`config.mk`:
```
export PLATFORM = sky130hd
export DESIGN_NAME = pipe_ctrl
export DESIGN_NICKNAME = d
export VERILOG_FILES = /design/src/rtl/pipe_ctrl_pkg.sv /design/src/rtl/pipe_ctrl.sv
export SDC_FILE = /design/constraint.sdc
export NUM_CORES = 1
export LEC_CHECK = 0
export ABC_AREA = 0
export BUFFER_PORTS_ARGS = -buffer_cell sky130_fd_sc_hd__clkbuf_2
export CAP_MARGIN = 5
export CORE_MARGIN = 2
export CORE_UTILIZATION = 25
export DETAILED_ROUTE_END_ITERATION = 10
export PLACE_DENSITY = 0.52
export SLEW_MARGIN = 20
export SYNTH_ARGS = -nofsm -noshare
export SYNTH_HDL_FRONTEND = slang
export SYNTH_SLANG_ARGS = --single-unit
export TNS_END_PERCENT = 20
```
`constraint.sdc`:
```
create_clock -name clk -period 1.3 [get_ports clk]
set_input_delay 0.26 -clock clk [delete_from_list [all_inputs] [get_ports clk]]
set_output_delay 0.26 -clock clk [all_outputs]
set_load 0.1 [all_outputs]
```
`src/rtl/pipe_ctrl_pkg.sv`:
```
// Shared definitions for the pipeline sequencing controller: FSM encoding
// and default mul/div latencies.
package pipe_ctrl_pkg;

  typedef enum logic [1:0] {
    PC_RUN     = 2'd0,
    PC_MD_BUSY = 2'd1,
    PC_FLUSH   = 2'd2
  } pc_state_e;

  localparam int MUL_CYCLES_DEF = 2;
  localparam int DIV_CYCLES_DEF = 33;
  localparam int CNT_W_DEF      = 6;

endpackage

```
`src/rtl/pipe_ctrl.sv`:
```
// Pipeline sequencing controller: merges load-use, HI/LO occupancy and
// committed exceptions into stage enables, bubble/flush strobes and mul/div handshake.
module pipe_ctrl
  import pipe_ctrl_pkg::*;
#(
  parameter int MUL_CYCLES = MUL_CYCLES_DEF,
  parameter int DIV_CYCLES = DIV_CYCLES_DEF,
  parameter int CNT_W      = CNT_W_DEF
) (
  input  logic clk,
  input  logic rst,
  input  logic load_use_hz,
  input  logic md_req,
  input  logic md_is_div,
  input  logic de_reads_hilo,
  input  logic exc_req,
  output logic fe_en,
  output logic de_en,
  output logic exe_bubble,
  output logic mem_en,
  output logic de_flush,
  output logic exe_flush,
  output logic mem_flush,
  output logic pc_redirect,
  output logic md_fire,
  output logic md_abort,
  output logic md_busy
);

  pc_state_e        state, state_nx;
  logic [CNT_W-1:0] cnt, cnt_nx;
  logic             hilo_hz, stall, issue;

  assign hilo_hz = (state == PC_MD_BUSY) && (de_reads_hilo || md_req);
  assign stall   = !exc_req && (state != PC_FLUSH) && (hilo_hz || load_use_hz);
  // a mul/div only leaves DE from RUN and only when DE is actually advancing
  assign issue   = !exc_req && (state == PC_RUN) && md_req && !load_use_hz;

  always_ff @(posedge clk or posedge rst) begin
    if (rst) begin
      state <= PC_RUN;
      cnt   <= '0;
    end else begin
      state <= state_nx;
      cnt   <= cnt_nx;
    end
  end

  always_comb begin
    state_nx = state;
    cnt_nx   = cnt;
    if (exc_req) begin
      state_nx = PC_FLUSH;
      cnt_nx   = '0;
    end else begin
      case (state)
        PC_RUN: begin
          if (issue) begin
            state_nx = PC_MD_BUSY;
            cnt_nx   = md_is_div ? CNT_W'(DIV_CYCLES) : CNT_W'(MUL_CYCLES);
          end
        end
        PC_MD_BUSY: begin
          cnt_nx = cnt - CNT_W'(1);
          if (cnt == CNT_W'(1)) state_nx = PC_RUN;
        end
        PC_FLUSH: state_nx = PC_RUN;
        default: begin
          state_nx = PC_RUN;
          cnt_nx   = '0;
        end
      endcase
    end
  end

  // outputs stay low while rst is held, enables included
  always_comb begin
    fe_en       = 1'b0;
    de_en       = 1'b0;
    exe_bubble  = 1'b0;
    mem_en      = 1'b0;
    de_flush    = 1'b0;
    exe_flush   = 1'b0;
    mem_flush   = 1'b0;
    pc_redirect = 1'b0;
    md_fire     = 1'b0;
    md_abort    = 1'b0;
    if (!rst) begin
      if (exc_req) begin
        {fe_en, de_en, mem_en}                          = 3'b111;
        {de_flush, exe_flush, mem_flush, pc_redirect}   = 4'b1111;
        md_abort                                        = (state == PC_MD_BUSY);
      end else if (state == PC_FLUSH) begin
        {fe_en, de_en, mem_en} = 3'b111;
        de_flush               = 1'b1;
      end else if (stall) begin
        exe_bubble = 1'b1;
        mem_en     = 1'b1;
      end else begin
        {fe_en, de_en, mem_en} = 3'b111;
        md_fire                = issue;
      end
    end
  end

  assign md_busy = (state == PC_MD_BUSY);

endmodule
```
==> summary.md <==
| Metric | Value |
|---|---|
| Clock tree buffer depth | 2 |
| Clk_lat worst skew | 0.25 ns |
| Largest family of logic cells by synthesized area | simple AND/OR/NAND/NOR gates |
| Combinational share of power | 44.4% |
| Cts hold-fix bufs | 0 |
| Peak supply drop | roughly 460 uV |
| H-tree depth | 1 |
| Total core area | 2230 sq um |
| Flops & latches, synth | 8 |
| Synth area leaders | dfrtp_1, buf_4, nor2_1, ha_1, nor3b_1 |
| Adder-Cell Fraction of Synth Area | about 4.2% |
| Int Pwr | 0.000518 W |
| CTS clk-pin slew, worst paths | 0.06 ns |
| Worst reg-to-reg setup slack | -0.19 ns |
| Status | complete, but fails checks |
| Total number of vias | 623 |
| CTS buffer count | 3 |
| Slew headroom | 77.9% |
| CTS Root Cell | clkbuf_4 |
| GR Util met1 | 18.3% |
| Critical Path Max Stage Delay | 0.44 ns |
| Post-synth top cells | dfrtp_1, nor2_1, inv_1, buf_4, nand2_1 |
| Post-synth top area share | 33.9% |
| Tcrit/Tclk final | 126% |
| Max_cap viols | 0 |
| Worst Path Max Fanout | 7 |
| Asr flop ratio synth | 100% |
| Routed WL | 1620 um |
| Grt total ovfl | 0 |
| Grt met3 use | roughly 1.7% |
| P_leak | approximately 0.50 nW |
| Dpl ws | -0.153 ns |
| Antenna-violating nets left | 0 |
| P_sw | 0.000320 W |
| DR DRC count | 0 |
| Worst-Margin Slew | 0.331 ns |
| Largest net degree at the start of global routing | 9 |
| Initial antenna violation count | 0 |
| Fmax achieved | 609 MHz |
| Post-synth top flop | dfrtp_1 |
| Ant diodes | 0 |
| Avg Vias per Cell | 4.76 |
| Starting Density | 26.4% |
| 1st-iter DRT viols | 7 |
| XOR/XNOR Fraction of Synth Area | 1.48% |
| Synth Area per Inst | 8.56 sq um |
| Reg area | 201 sq um |
| Sequential power share | 32.1% |
| CP Cell Sequence | o21a_1 > o21bai_2 > o21a_4 > buf_12 |
| Wire length per cell | approximately 12 um |
| Net Sw Frac | 38.2% |
| Area of the multi-input gates | 422 sq um |
| Mapped Cells | 69 |
| Final setup viols | 13 |
| Simple-Gate Fraction of Synth Area | around 31% |
| Pins Over Slew Limit | 0 |
| Post-synth EDFFs | 0 |
| Sum Neg Setup Slack | -2.65 ns |
| Synth unique cells | 35 |
| Arr. time, crit path | 1.38 ns |
| Vias in the first global route | 623 |
| Die height | 52.6 um |
| Setup Skew | between 0.0015 and 0.002 ns |
| Initial DRT Pass Iterations | 4 |
| CTS tree | done |
| Syn nets | slightly below 80 |
| Die Area | 2770 sq um |
| Hpwl dp | 1310 um |
| Area Overhead vs Synth | 87.5% |
| Worst min-delay path class | input port to async pin |
| IO Count | 18 |
| GRT met2 Usage | around a fifth |
| First-pass GRT wire length | 2670 um |
| Critical Path Source Type | flip-flop |
| Synth Area in Compound Gates | 19.5% |
| CP endpoint kind | output pin |
| RSZ-0062 raised after global routing | yes |
| Worst setup margin | -0.343 ns |
| Clock period minus final worst setup slack | 1.64 ns |
| Yosys warns | 0 |
| Critical Path RT | 1.04 ns |
| Layer with the highest usage | met2 |
| Die W | 52.6 um |
| Clk network pwr share | 23.5% |
| Highest-delay cell along the critical path | dfrtp_2 |
| Net count, final | around 110 |
| Seq/Total Area, Yosys | 33.9% |
| CTS sink count | 8 |
| Fill cells | 211 |
| PwrDens | 757 nW/um^2 |
| Post-synth design cell area | 591 sq um |
| Crit Path Category | flip-flop to output pin |
| Rows | 17 |
| Violated checks | negative setup slack |
| Fin. Hold Viols | 0 |
| Mux cell area share after synthesis | 0% |
| Share of cells above drive strength 1 | 56.3% |
| Port bufs | 17 |
| Final GP Congestion | 0.843 |
| Total GRT Usage | roughly an eighth |
| Largest area contributor in the netlist | dfrtp_1 |
logic make-up (layout without fill, tap and decap cells):
group / count (synthesis) / after routing
AOI/OAI and AO/OA: 15 / 15
xor gates and xnor gates: 1 / 1
adders and majority gates: 2 / 2
buffers and inverters: 11 / 45
DFF: 8 / 8
and+or+nand+nor: 32 / 32
per-layer routing:
metal,share of wire [%],up-vias,wire length [um]
met1,47,303,763
met3,1.4,0,23
met5,0,-,0
met2,51,2,830
met4,0,0,0
li1,-,318,-
layout by cell type (no fill, tap or decap), types with 2 or more instances in the layout:
cell and count:
buf_12 11, buf_4 18, buf_6 2, clkbuf_2 6
clkbuf_4 3, dfrtp_1 7, ha_1 2, inv_1 4
nand2_1 4, nor2_1 5, nor2_2 2, nor3_1 2
nor3b_1 2, nor4_1 2, or3b_4 2
flip-flops by register name, indices dropped and copies added (netlist names):
signal  count
cnt         6
state       2
worst paths after layout:
kind / startpoint / end / depth (start not counted)
setup reg to reg: state[1] / cnt[4] / 4
min in group clk: md_is_div / cnt[1] / 4
hold reg to reg: cnt[5] / cnt[5] / 2
max in group asynchronous: rst / state[0] / 3
setup / recovery: state[0] / fe_en / 4
hold / removal: rst / state[1] / 3
metrics by stage:
stage | hold WS (ns) | util [%] | power [W] | area, sq um | cells
3_3_place_gp | 0.414 | 46.7 | 0.000633 | 1040 | 127
6_report | 0.141 | 49.6 | 0.000838 | 1110 | 131
2_1_floorplan | 0.421 | - | 0.000494 | 659 | 69
4_1_cts | 0.151 | 48.5 | 0.000832 | 1080 | 131
3_5_place_dp | 0.423 | 46.7 | 0.000633 | 1040 | 127
5_1_grt | 0.165 | 49.6 | 0.000872 | 1110 | 131
critical path: cells and delay by family (launching register included):
| family | cells | cell delay [ns] |
|---|---|---|
| AO/OA/AOI/OAI | 3 | 0.51 |
| buffers and inverters | 1 | 0.17 |
| flip-flops | 1 | 0.44 |
power groups by stage:
stage	clock network (W)	logic, W	registers [W]
6_report	0.000197	0.000372	0.000269
5_1_grt	0.000210	0.000392	0.000270
4_1_cts	0.000198	0.000366	0.000268
3_5_place_dp	0	0.000361	0.000273
3_3_place_gp	0	0.000361	0.000272
2_1_floorplan	0	0.000218	0.000276
repair_timing:
action | 4_1_cts | 5_1_grt
buffers inserted | 1 | 0
endpoints found under the hold margin | 0 | 0
gates resized for setup | 3 | 6
endpoints found under the setup margin | 12 | 13
pin swaps | 5 | 0
cell type report:
class | instances | share of cell area [%]
multi-input cells | 50 | 38.1
repair buffers | 37 | 36.8
inverters | 5 | 1.69
well taps | 28 | 3.16
clock buffers | 3 | 2.03
flip-flops and latches | 8 | 18.2
No activity file was read; power rests on OpenSTA's default activity.
